--- src/rtl/rf_pkg.sv ---
// Shared widths and FSM encoding for the operand fetch stage and its
// pending-write scoreboard.
package rf_pkg;

    localparam int unsigned DATA_W = 32;
    localparam int unsigned ADDR_W = 5;
    localparam int unsigned NREG   = 1 << ADDR_W;

    typedef enum logic [1:0] {
        ST_IDLE,
        ST_READ,
        ST_HOLD
    } state_t;

endpackage

--- src/rtl/rf_scoreboard.sv ---
// Pending-write scoreboard: one busy bit per architectural register.
// A set and a clear of the same bit in one cycle leaves the bit set.
module rf_scoreboard #(
    parameter int unsigned ADDR_W = rf_pkg::ADDR_W,
    parameter int unsigned NREG   = 1 << ADDR_W
) (
    input  logic              clk,
    input  logic              rst_n,
    input  logic              set_en,
    input  logic [ADDR_W-1:0] set_idx,
    input  logic              clr_en,
    input  logic [ADDR_W-1:0] clr_idx,
    output logic [NREG-1:0]   busy
);

    logic [NREG-1:0] set_mask;
    logic [NREG-1:0] clr_mask;

    always_comb begin
        set_mask = '0;
        clr_mask = '0;
        if (set_en) set_mask[set_idx] = 1'b1;
        if (clr_en) clr_mask[clr_idx] = 1'b1;
    end

    // Set is applied after clear so it wins on a same-cycle collision.
    always_ff @(posedge clk or negedge rst_n) begin
        if (!rst_n) busy <= '0;
        else        busy <= (busy & ~clr_mask) | set_mask;
    end

endmodule

--- src/rtl/operand_fetch_unit.sv ---
// Operand fetch stage: accepts one decoded instruction at a time, waits for
// both source registers to be free of pending writes, captures operands
// (bypassing same-cycle write-back) and hands them to execute.
module operand_fetch_unit #(
    parameter int unsigned DATA_W = rf_pkg::DATA_W,
    parameter int unsigned ADDR_W = rf_pkg::ADDR_W
) (
    input  logic              clk,
    input  logic              rst_n,
    input  logic              dec_valid,
    output logic              dec_ready,
    input  logic [ADDR_W-1:0] dec_rs,
    input  logic [ADDR_W-1:0] dec_rt,
    input  logic [ADDR_W-1:0] dec_rd,
    input  logic              dec_wr,
    output logic [ADDR_W-1:0] rdReg1,
    output logic [ADDR_W-1:0] rdReg2,
    input  logic [DATA_W-1:0] rdData1,
    input  logic [DATA_W-1:0] rdData2,
    input  logic              wb_en,
    input  logic [ADDR_W-1:0] wb_reg,
    input  logic [DATA_W-1:0] wb_data,
    output logic              ex_valid,
    input  logic              ex_ready,
    output logic [DATA_W-1:0] ex_opA,
    output logic [DATA_W-1:0] ex_opB,
    output logic [ADDR_W-1:0] ex_rd,
    output logic              ex_wr
);
    import rf_pkg::*;

    localparam int unsigned NUM_REGS = 1 << ADDR_W;

    state_t state, state_nx;

    logic                rst_done;
    logic [ADDR_W-1:0]   lat_rs, lat_rt, lat_rd;
    logic                lat_wr;
    logic [NUM_REGS-1:0] busy;
    logic                byp_a, byp_b, both_rdy;
    logic                accept, capture, handshake;

    assign byp_a    = wb_en && (wb_reg == lat_rs);
    assign byp_b    = wb_en && (wb_reg == lat_rt);
    assign both_rdy = (!busy[lat_rs] || byp_a) && (!busy[lat_rt] || byp_b);

    // Read addresses come straight from the latched fields, which only
    // change on accept, so they hold their last value while idle.
    assign rdReg1 = lat_rs;
    assign rdReg2 = lat_rt;

    always_ff @(posedge clk or negedge rst_n) begin
        if (!rst_n) begin
            state    <= ST_IDLE;
            rst_done <= 1'b0;
        end else begin
            state    <= state_nx;
            rst_done <= 1'b1;
        end
    end

    always_comb begin
        state_nx = state;
        case (state)
            ST_IDLE: if (rst_done && dec_valid) state_nx = ST_READ;
            ST_READ: if (both_rdy)              state_nx = ST_HOLD;
            ST_HOLD: if (ex_ready)              state_nx = ST_IDLE;
            default:                            state_nx = ST_IDLE;
        endcase
    end

    always_comb begin
        dec_ready = 1'b0;
        ex_valid  = 1'b0;
        accept    = 1'b0;
        capture   = 1'b0;
        handshake = 1'b0;
        case (state)
            ST_IDLE: begin
                dec_ready = rst_done;
                accept    = rst_done && dec_valid;
            end
            ST_READ: capture = both_rdy;
            ST_HOLD: begin
                ex_valid  = 1'b1;
                handshake = ex_ready;
            end
            default: ;
        endcase
    end

    always_ff @(posedge clk or negedge rst_n) begin
        if (!rst_n) begin
            lat_rs <= '0;
            lat_rt <= '0;
            lat_rd <= '0;
            lat_wr <= 1'b0;
            ex_opA <= '0;
            ex_opB <= '0;
            ex_rd  <= '0;
            ex_wr  <= 1'b0;
        end else begin
            if (accept) begin
                lat_rs <= dec_rs;
                lat_rt <= dec_rt;
                lat_rd <= dec_rd;
                lat_wr <= dec_wr;
            end
            if (capture) begin
                ex_opA <= byp_a ? wb_data : rdData1;
                ex_opB <= byp_b ? wb_data : rdData2;
                ex_rd  <= lat_rd;
                ex_wr  <= lat_wr;
            end
        end
    end

    rf_scoreboard #(
        .ADDR_W (ADDR_W),
        .NREG   (NUM_REGS)
    ) u_sb (
        .clk     (clk),
        .rst_n   (rst_n),
        .set_en  (handshake && ex_wr),
        .set_idx (ex_rd),
        .clr_en  (wb_en),
        .clr_idx (wb_reg),
        .busy    (busy)
    );

endmodule

--- config.mk ---
export PLATFORM = sky130hd
export DESIGN_NAME = operand_fetch_unit
export DESIGN_NICKNAME = d
export VERILOG_FILES = /design/src/rtl/rf_pkg.sv /design/src/rtl/rf_scoreboard.sv /design/src/rtl/operand_fetch_unit.sv
export SDC_FILE = /design/constraint.sdc
export NUM_CORES = 1
export LEC_CHECK = 0
export ABC_CLOCK_PERIOD_IN_PS = 3600
export CAP_MARGIN = 20
export CORE_MARGIN = 8
export CORE_UTILIZATION = 35
export CTS_CLUSTER_DIAMETER = 40
export DETAILED_ROUTE_END_ITERATION = 8
export SETUP_SLACK_MARGIN = 0.2
export SKIP_CTS_REPAIR_TIMING = 1
export SLEW_MARGIN = 20
export SYNTH_ARGS = -nofsm -noshare
export SYNTH_HDL_FRONTEND = slang
export SYNTH_SLANG_ARGS = --single-unit
--- constraint.sdc ---
create_clock -name clk -period 3.6 [get_ports clk]
set_input_delay 0.54 -clock clk [delete_from_list [all_inputs] [get_ports clk]]
set_output_delay 0.54 -clock clk [all_outputs]
set_load 0.005 [all_outputs]
# Yosys cells after proc, flatten, opt, wreduce, memory -nomap -nowiden
# Cells that the tools add are included.
[totals]
reg_bits = 121
inputBits = 122
out_inout_bits = 82
elab_cells = 61
[classes]
n_lt_le_gt_ge = 6
n_eq_ne = 7
mux = 21
n_bitwise = 3
n_reduce_logical = 13
[op_table]
columns = ["cell", "count"]
rows = [
  ["$mux W32", 4],
  ["$and A32 B32 Y32", 1],
  ["$not A32 Y32", 1],
  ["$or A32 B32 Y32", 1],
  ["$lt A5 B6 Y1 const B", 4],
  ["$bmux W1 S5", 2],
  ["$demux W1 S5", 2],
  ["$eq A5 B5 Y1", 2],
  ["$ge A5 B1 Y1 const B", 2],
  ["$mux W1", 9],
  ["$logic_and A1 B1 Y1", 7],
  ["$mux W2", 3],
  ["$ne A2 B2 Y1 const B", 3],
  ["$pmux W2 S3", 1],
  ["$reduce_and A3 Y1", 1],
  ["$eq A2 B1 Y1 const B", 1],
  ["$eq A2 B2 Y1 const B", 1],
  ["$logic_not A1 Y1", 2],
  ["$logic_not A2 Y1", 1],
  ["$logic_or A1 B1 Y1", 2],
]

# Logic depth before layout (Yosys ltp)
# Gate-level depths: netlist of run 1.
[logic_depth]
word_depth = 8
depth_mapped = 9
depth_no_buf = 6

# By module
# A second synthesis of run 1 with hierarchy kept.
[unflattened]
cells_unflattened = 464
hier_area_um2 = 6130.9
[modules_own_cells]
columns = ["module", "n_inst", "cells_each", "area_per_inst_um2", "seq_area_each_um2"]
rows = [
  ["operand_fetch_unit", 1, 340, 4818.4, 2227.1],
  ["rf_scoreboard", 1, 124, 1312.5, 800.8],
]

# Least setup slack after synthesis of run 1
# OpenSTA, ideal clock, no wires.
[synth_path]
kind = "register to register"
start = "register lat_rs[2], in the netlist rdReg1[2]"
end = "register ex_opA[12]"
setup_ns = 0.125
arrival_time_ns = 2.658
t_required_ns = 3.475
slack_ns = 0.817
stages_incl_launch_ff = 9
path_buffers = 2
period_less_slack_ns = 2.783
path_cell_list = "dfrtp_1 > buf_6 > mux4_2 > mux2_2 > nor3b_2 > a2111oi_2 > a311oi_4 > buf_6 > mux2_2"
[synth_via]
elab_chain_cells = 6
word_cells_on_any_way = 9
classes_between = "eq/ne (1); mux (4); reduce/logical (4)"
[synth_rtl]
columns = ["item", "line_no", "text"]
rows = [
  ["start, declared", "operand_fetch_unit.sv:37", "logic [ADDR_W-1:0] lat_rs, lat_rt, lat_rd;"],
  ["start signal, assigned", "operand_fetch_unit.sv:104", "lat_rs <= dec_rs;"],
  ["$bmux W1 S5", "operand_fetch_unit.sv:45", "assign both_rdy = (!busy[lat_rs] || byp_a) && (!busy[lat_rt] || byp_b);"],
  ["$mux W1 (implied by the code)", "operand_fetch_unit.sv:45", ""],
  ["$logic_not A1 Y1", "operand_fetch_unit.sv:45", ""],
  ["$logic_or A1 B1 Y1", "operand_fetch_unit.sv:45", ""],
  ["$logic_and A1 B1 Y1", "operand_fetch_unit.sv:45", ""],
  ["$mux W1", "operand_fetch_unit.sv:78", "case (state)"],
  ["end signal, assigned", "operand_fetch_unit.sv:110", "ex_opA <= byp_a ? wb_data : rdData1;"],
  ["end, declared", "operand_fetch_unit.sv:25", "output logic [DATA_W-1:0] ex_opA,"],
]
# Parallel ways exist; a longest one is shown, timed or not. The select of a mux whose other input is x is not followed.
# A chain may end at the register's enable or synchronous reset.

# Worst setup path in the final report of run 1
[layout_path]
start = "register lat_rs[2], in the netlist rdReg1[2]"
end = "register ex_opA[29]"
# Same word-level chain as after synthesis.

==> run metrics, run 1 <==
status finished, final reports clean; vias in the first global route 5153; Sum Neg Setup Slack 0 ps; Worst-Margin Slew 945 ps; # setup viols final 0; maximum VDD drop 0.000373 V; Hold Path Class input pin to asynchronous set/reset pin; clk root buf clkbuf_16; CP startpoint kind register; post-synthesis cell type with the largest combined area dfrtp_1; most common cell in the netlist mux2_2; routed len/inst 20.5 um; DRC 0; NumNets Final 795; final core utilization 0.521; total grt overflow 0; top cell type's share of synthesized area 0.492; FF-to-FF setup slack 540 ps; IO Port Bufs 203; H-tree Lvls 4; Routed WL 18600 um; Req. time, crit path 3880 ps; Layout Cells excl Fill 911; Worst Path Arrival 3340 ps; Placed Area 8390 sq um; clk_skew 9.10 ps; Die Span X 149 um; Final ANT Viol Nets 0; Die Area 22100 sq um; clk sinks 121; Final Instance Area 8980 sq um; worst-path maximum fanout 38; CTS tree built; Post-synth EDFFs 0; cell area power density 778 nW/um^2; area grow syn2layout 46.0%; # Max-Cap Violations 0; initial antenna violation count 0; Worst Reg-to-Reg Cells 7; DR vias/cell 5.17; TritonCTS Buffers 17; asr flop ratio synth 1.00; sequential share of the synthesized area 0.492; leakage 0.00357 uW; Site Rows 48; Clk Latency, worst-skew pair 410 ps; area of the mapped netlist 6150 sq um; crit path time final 3060 ps; count of different cell masters after synthesis 38; RSZ-0062 raised after global routing no; worst hold slack 201 ps; Post-Syn Nets 595; Post-DP HPWL 13700 um; # IOs 204; core box area 17200 sq um; routed via count 4714; Synth Flop Type dfrtp_1; Rel. slew slack 0.370; Avg Inst Size Synth 13.0 sq um; Crit. End Element register; routability cong. 0.821; cell count after synthesis 473; fmax 327 MHz; layout cell share with drive strength beyond 1 0.300; first drt pass iteration count 5; Max Slew Vio Count 0; Yosys reg bits 121; worst setup path category register to register; Final Hold Fails 0; fin crit share 0.849; Starting DRT DRC Count 260; worst reg2reg path endpoint ex_opA[29]; clk buf depth 2; Cells after DPL 879; GRT Util Overall 0.172; Die Height 149 um; pin count of the biggest net entering global routing 64; Area contributors post-synth dfrtp_1 49%, mux2_2 27%, o21ai_0 5.2%; initial core utilization 0.357; reg2reg start rdReg1[2]; Clock transition at path regs 50 ps; Inserted Diodes 0; YS warnings 0; synth cell count leaders 148 x mux2_2, 121 x dfrtp_1, 64 x o21ai_0; first-pass GRT wire length 29200 um
through the flow:
stage | worst slack, ps | power, uW
4_1_cts | 341 | 7090
6_report | 544 | 6980
5_1_grt | 399 | 7430
2_1_floorplan | 817 | 3800
3_3_place_gp | 341 | 5300
3_5_place_dp | 323 | 5360
kinds of logic (layout without fill, tap and decap cells):
| family | Yosys count | in the layout | share of synthesized area |
|---|---|---|---|
| mux | 176 | 176 | 0.340 |
| flops | 121 | 121 | 0.492 |
| compound gates | 74 | 74 | 0.0675 |
| simple gates | 58 | 58 | 0.0549 |
| buf+inv | 33 | 246 | 0.0301 |
| xor+xnor | 10 | 10 | 0.0142 |
| other cells | 1 | 1 | 0.000610 |
worst max-delay path: stages (launching register included):
cell       delay [ps]
dfrtp_2           580
mux4_1            580
mux2_2            310
a21oi_1           220
a2111oi_2         160
a311oi_4          410
buf_12            280
mux2_2            360
how the worst max path moves through the flow:
stage | cells after the start | slack, ps | endpoint | from
2_1_floorplan | 8 | 820 | ex_opA[12] | rdReg1[2]
3_3_place_gp | 7 | 340 | ex_opA[20] | wb_reg[2]
3_5_place_dp | 7 | 320 | ex_opA[20] | wb_reg[2]
4_1_cts | 7 | 340 | ex_opA[29] | rdReg1[2]
5_1_grt | 7 | 400 | ex_opA[29] | rdReg1[2]
6_report | 7 | 540 | ex_opA[29] | rdReg1[2]
flip-flops by register name (all words and copies together), names as in the netlist:
signal,flops
ex_rd,5
ex_wr,1
ex_opB,32
lat_rd,5
state,2
rdReg2,5
lat_wr,1
rst_done,1
rdReg1,5
u_sb.busy,32
ex_opA,32
metal layers:
layer | global-route usage | up-vias | routed length [um]
met5 | 0 | - | 0
met4 | 0.0505 | 0 | 204
met3 | 0.0735 | 19 | 1760
met2 | 0.287 | 182 | 9320
met1 | 0.196 | 2371 | 7360
li1 | - | 2142 | -
layout make-up:
| class | count | area, sq um |
|---|---|---|
| multi-input combinational | 319 | 2940 |
| clock buffer | 25 | 495 |
| tap | 225 | 282 |
| sequential | 121 | 3030 |
| timing repair buffer | 212 | 2130 |
| inverter | 2 | 7.51 |
| clock inverter | 7 | 90.1 |
| fill | 1480 | 8260 |
power by group:
| part | internal, uW | switching, uW | total (uW) |
|---|---|---|---|
| logic | 1850 | 1010 | 2850 |
| registers | 1940 | 517 | 2460 |
| clock network | 1090 | 588 | 1680 |
placed cells by master, fill, tap and decap left out, types with 2 or more instances in the layout:
master,instances
clkdlybuf4s50_1,202
dfrtp_1,120
nand2_1,10
nor2_1,9
clkinv_2,3
bufinv_16,2
inv_1,2
mux2i_1,12
buf_12,3
buf_4,7
nand3_1,8
mux2_2,148
and3_2,2
or3_1,3
nor4_1,2
clkbuf_1,4
xnor2_1,2
a21oi_1,2
clkinvlp_4,2
o21ai_0,64
clkbuf_16,17
xor2_1,8
nand3b_1,14
a31oi_1,2
or3b_2,3
mux2_1,5
mux4_2,10
clkbuf_8,4
(Power assumes the default switching activity.)
==> run 2: changes to the inputs <==
--- a/config.mk
+++ b/config.mk
@@ -5,12 +5,13 @@
 export SDC_FILE = /design/constraint.sdc
 export NUM_CORES = 1
 export LEC_CHECK = 0
-export ABC_CLOCK_PERIOD_IN_PS = 3600
+export ABC_CLOCK_PERIOD_IN_PS = 2800
 export CAP_MARGIN = 20
 export CORE_MARGIN = 8
 export CORE_UTILIZATION = 35
 export CTS_CLUSTER_DIAMETER = 40
 export DETAILED_ROUTE_END_ITERATION = 8
+export PLACE_DENSITY = 0.66
 export SETUP_SLACK_MARGIN = 0.2
 export SKIP_CTS_REPAIR_TIMING = 1
 export SLEW_MARGIN = 20
==> constraint.sdc (replaced) <==
create_clock -name clk -period 2.8 [get_ports clk]
set_input_delay 0.42 -clock clk [delete_from_list [all_inputs] [get_ports clk]]
set_output_delay 0.42 -clock clk [all_outputs]
set_load 0.005 [all_outputs]
==> run 2 against run 1 <==
Compared with the run above: non-clock buffer count is 23 higher; sequential power is 25% higher; via count is 2.3% higher; clock skew hardly changed; worst hold slack worse by 190 ps; register-to-register slack worse by 480 ps; combinational power is 47% higher; cell area is 3.1% higher; largest power group unchanged.
==> run metrics, run 2 (same netlist as run 1, synthesis figures left out) <==
initial core utilization 0.357; Hold Path Class input pin to asynchronous set/reset pin; NumNets Final 818; Seq pwr share 0.330; Inserted Diodes 0; Post-DP HPWL 14800 um; cell area power density 1010 nW/um^2; most common cell after layout, fill and taps aside clkdlybuf4s50_1; Crit. End Element register; routed len/inst 21.1 um; Cells after DPL 899; # Max-Cap Violations 0; Rel. slew slack 0.608; TritonCTS Buffers 17; total power 9340 uW; first-pass GRT wire length 30400 um; # IOs 204; Clock transition at path regs 60 ps; maximum VDD drop 0.000547 V; CP cell instances mux4_1, mux2_2, a21oi_2, a2111oi_4, a311oi_4, buf_12, buf_12, mux2_2; clk buf depth 2; core box area 17200 sq um; Worst path slowest cell mux4_1; met1 wire length 7750 um; DR vias/cell 5.17; Pint 6480 uW; worst setup path category register to register; metal3 WL 2000 um; Clk Latency, worst-skew pair 410 ps; Layout Cells excl Fill 932; crit path time final 2730 ps; Max Slew Vio Count 0; layout cell share with drive strength beyond 1 0.328; total grt overflow 0; status finished, final reports clean; DRC 0; Die Area 22100 sq um; RSZ-0062 raised after global routing yes; Sw Ratio 0.306; Die Span X 149 um; Die Height 149 um; Starting DRT DRC Count 251; CP max stage delay 570 ps; H-tree Lvls 4; most frequent cells in the layout 202 x clkdlybuf4s50_1, 137 x mux2_2, 119 x dfrtp_1; vias in the first global route 5482; GRT Util Overall 0.178; Final Hold Fails 0; fmax 366 MHz; pin count of the biggest net entering global routing 61; Site Rows 48; clk root buf clkbuf_16; leakage 0.00373 uW; CP startpoint kind register; Worst Path Arrival 3020 ps; worst hold slack 5.95 ps; first drt pass iteration count 4; worst-path maximum fanout 16; Worst-Margin Slew 588 ps; IO Port Bufs 203; Req. time, crit path 3090 ps; routability cong. 0.837; initial antenna violation count 0; fin crit share 0.976; clk sinks 121; met2 wire len 9610 um; clk_skew 9.56 ps; clock power share 0.222; highest metal used met4; routed via count 4822; final core utilization 0.537; Routed WL 19600 um; area grow syn2layout 50.5%; CTS tree built; Gate power share 0.448; Sw Pwr 2860 uW; top flop regs ex_opA x32, ex_opB x32, u_sb.busy x32; Final ANT Viol Nets 0; # setup viols final 0
[run 2: cell types whose count changed in the layout (fill, tap and decap cells not counted), moves of 3 or more]
cell	before	now
clkbuf_1	4	1
mux2_2	148	137
buf_12	3	6
mux2_4	0	11
buf_4	7	25
[run 2: area by class of cell]
cell class | instances | area (sq um)
Clock buffer | 23 | 498
Clock inverter | 7 | 67.6
Fill cell | 1452 | 7980
Inverter | 2 | 7.51
Multi-Input combinational cell | 319 | 3010
Sequential cell | 121 | 3030
Tap cell | 225 | 282
Timing Repair Buffer | 235 | 2370
[run 2: worst max-delay path: cells and delay by family (launching register included)]
kind,cells,cell delay [ps]
multiplexers,3,1220
AO/OA/AOI/OAI,3,560
flip-flops,1,480
buffers and inverters,2,340
[run 2: through the flow]
step	worst slack [ps]	setup TNS, ps	instance area (sq um)
after detailed placement	-152	-7270	8580
final	67.7	0	9260
after CTS	-60.8	-2930	9150
after global routing	-26.3	-647	9260
after global placement	-120	-5340	8580
after floorplan	92.8	0	6150
[run 2: power by group through the flow]
stage	clock (uW)	sequential [uW]	combinational (uW)
floorplan	0	2970	1910
global placement	0	3050	3990
detailed placement	0	3080	4050
CTS	2130	3070	4070
global route	2190	3180	4480
finish	2070	3080	4190
[run 2: routing by layer]
metal  GRT usage  vias up
li1            -     2182
met1       0.203     2415
met2       0.291      203
met3      0.0766       22
met4      0.0673        0
met5           0        -
[run 2: final timing paths]
| check | from | end | slack, ps | cells after the start |
|---|---|---|---|---|
| hold / removal | rst_n | ex_opB[18] | 6 | 1 |
| min in group clk | ex_opA[14] | ex_opA[14] | 490 | 1 |
| max in group asynchronous | rst_n | rdReg2[2] | 2050 | 2 |
| hold reg to reg | ex_opA[14] | ex_opA[14] | 490 | 1 |
| setup reg to reg | rdReg1[2] | ex_opA[18] | 70 | 8 |
| setup / recovery | rdReg1[2] | ex_opA[18] | 70 | 8 |
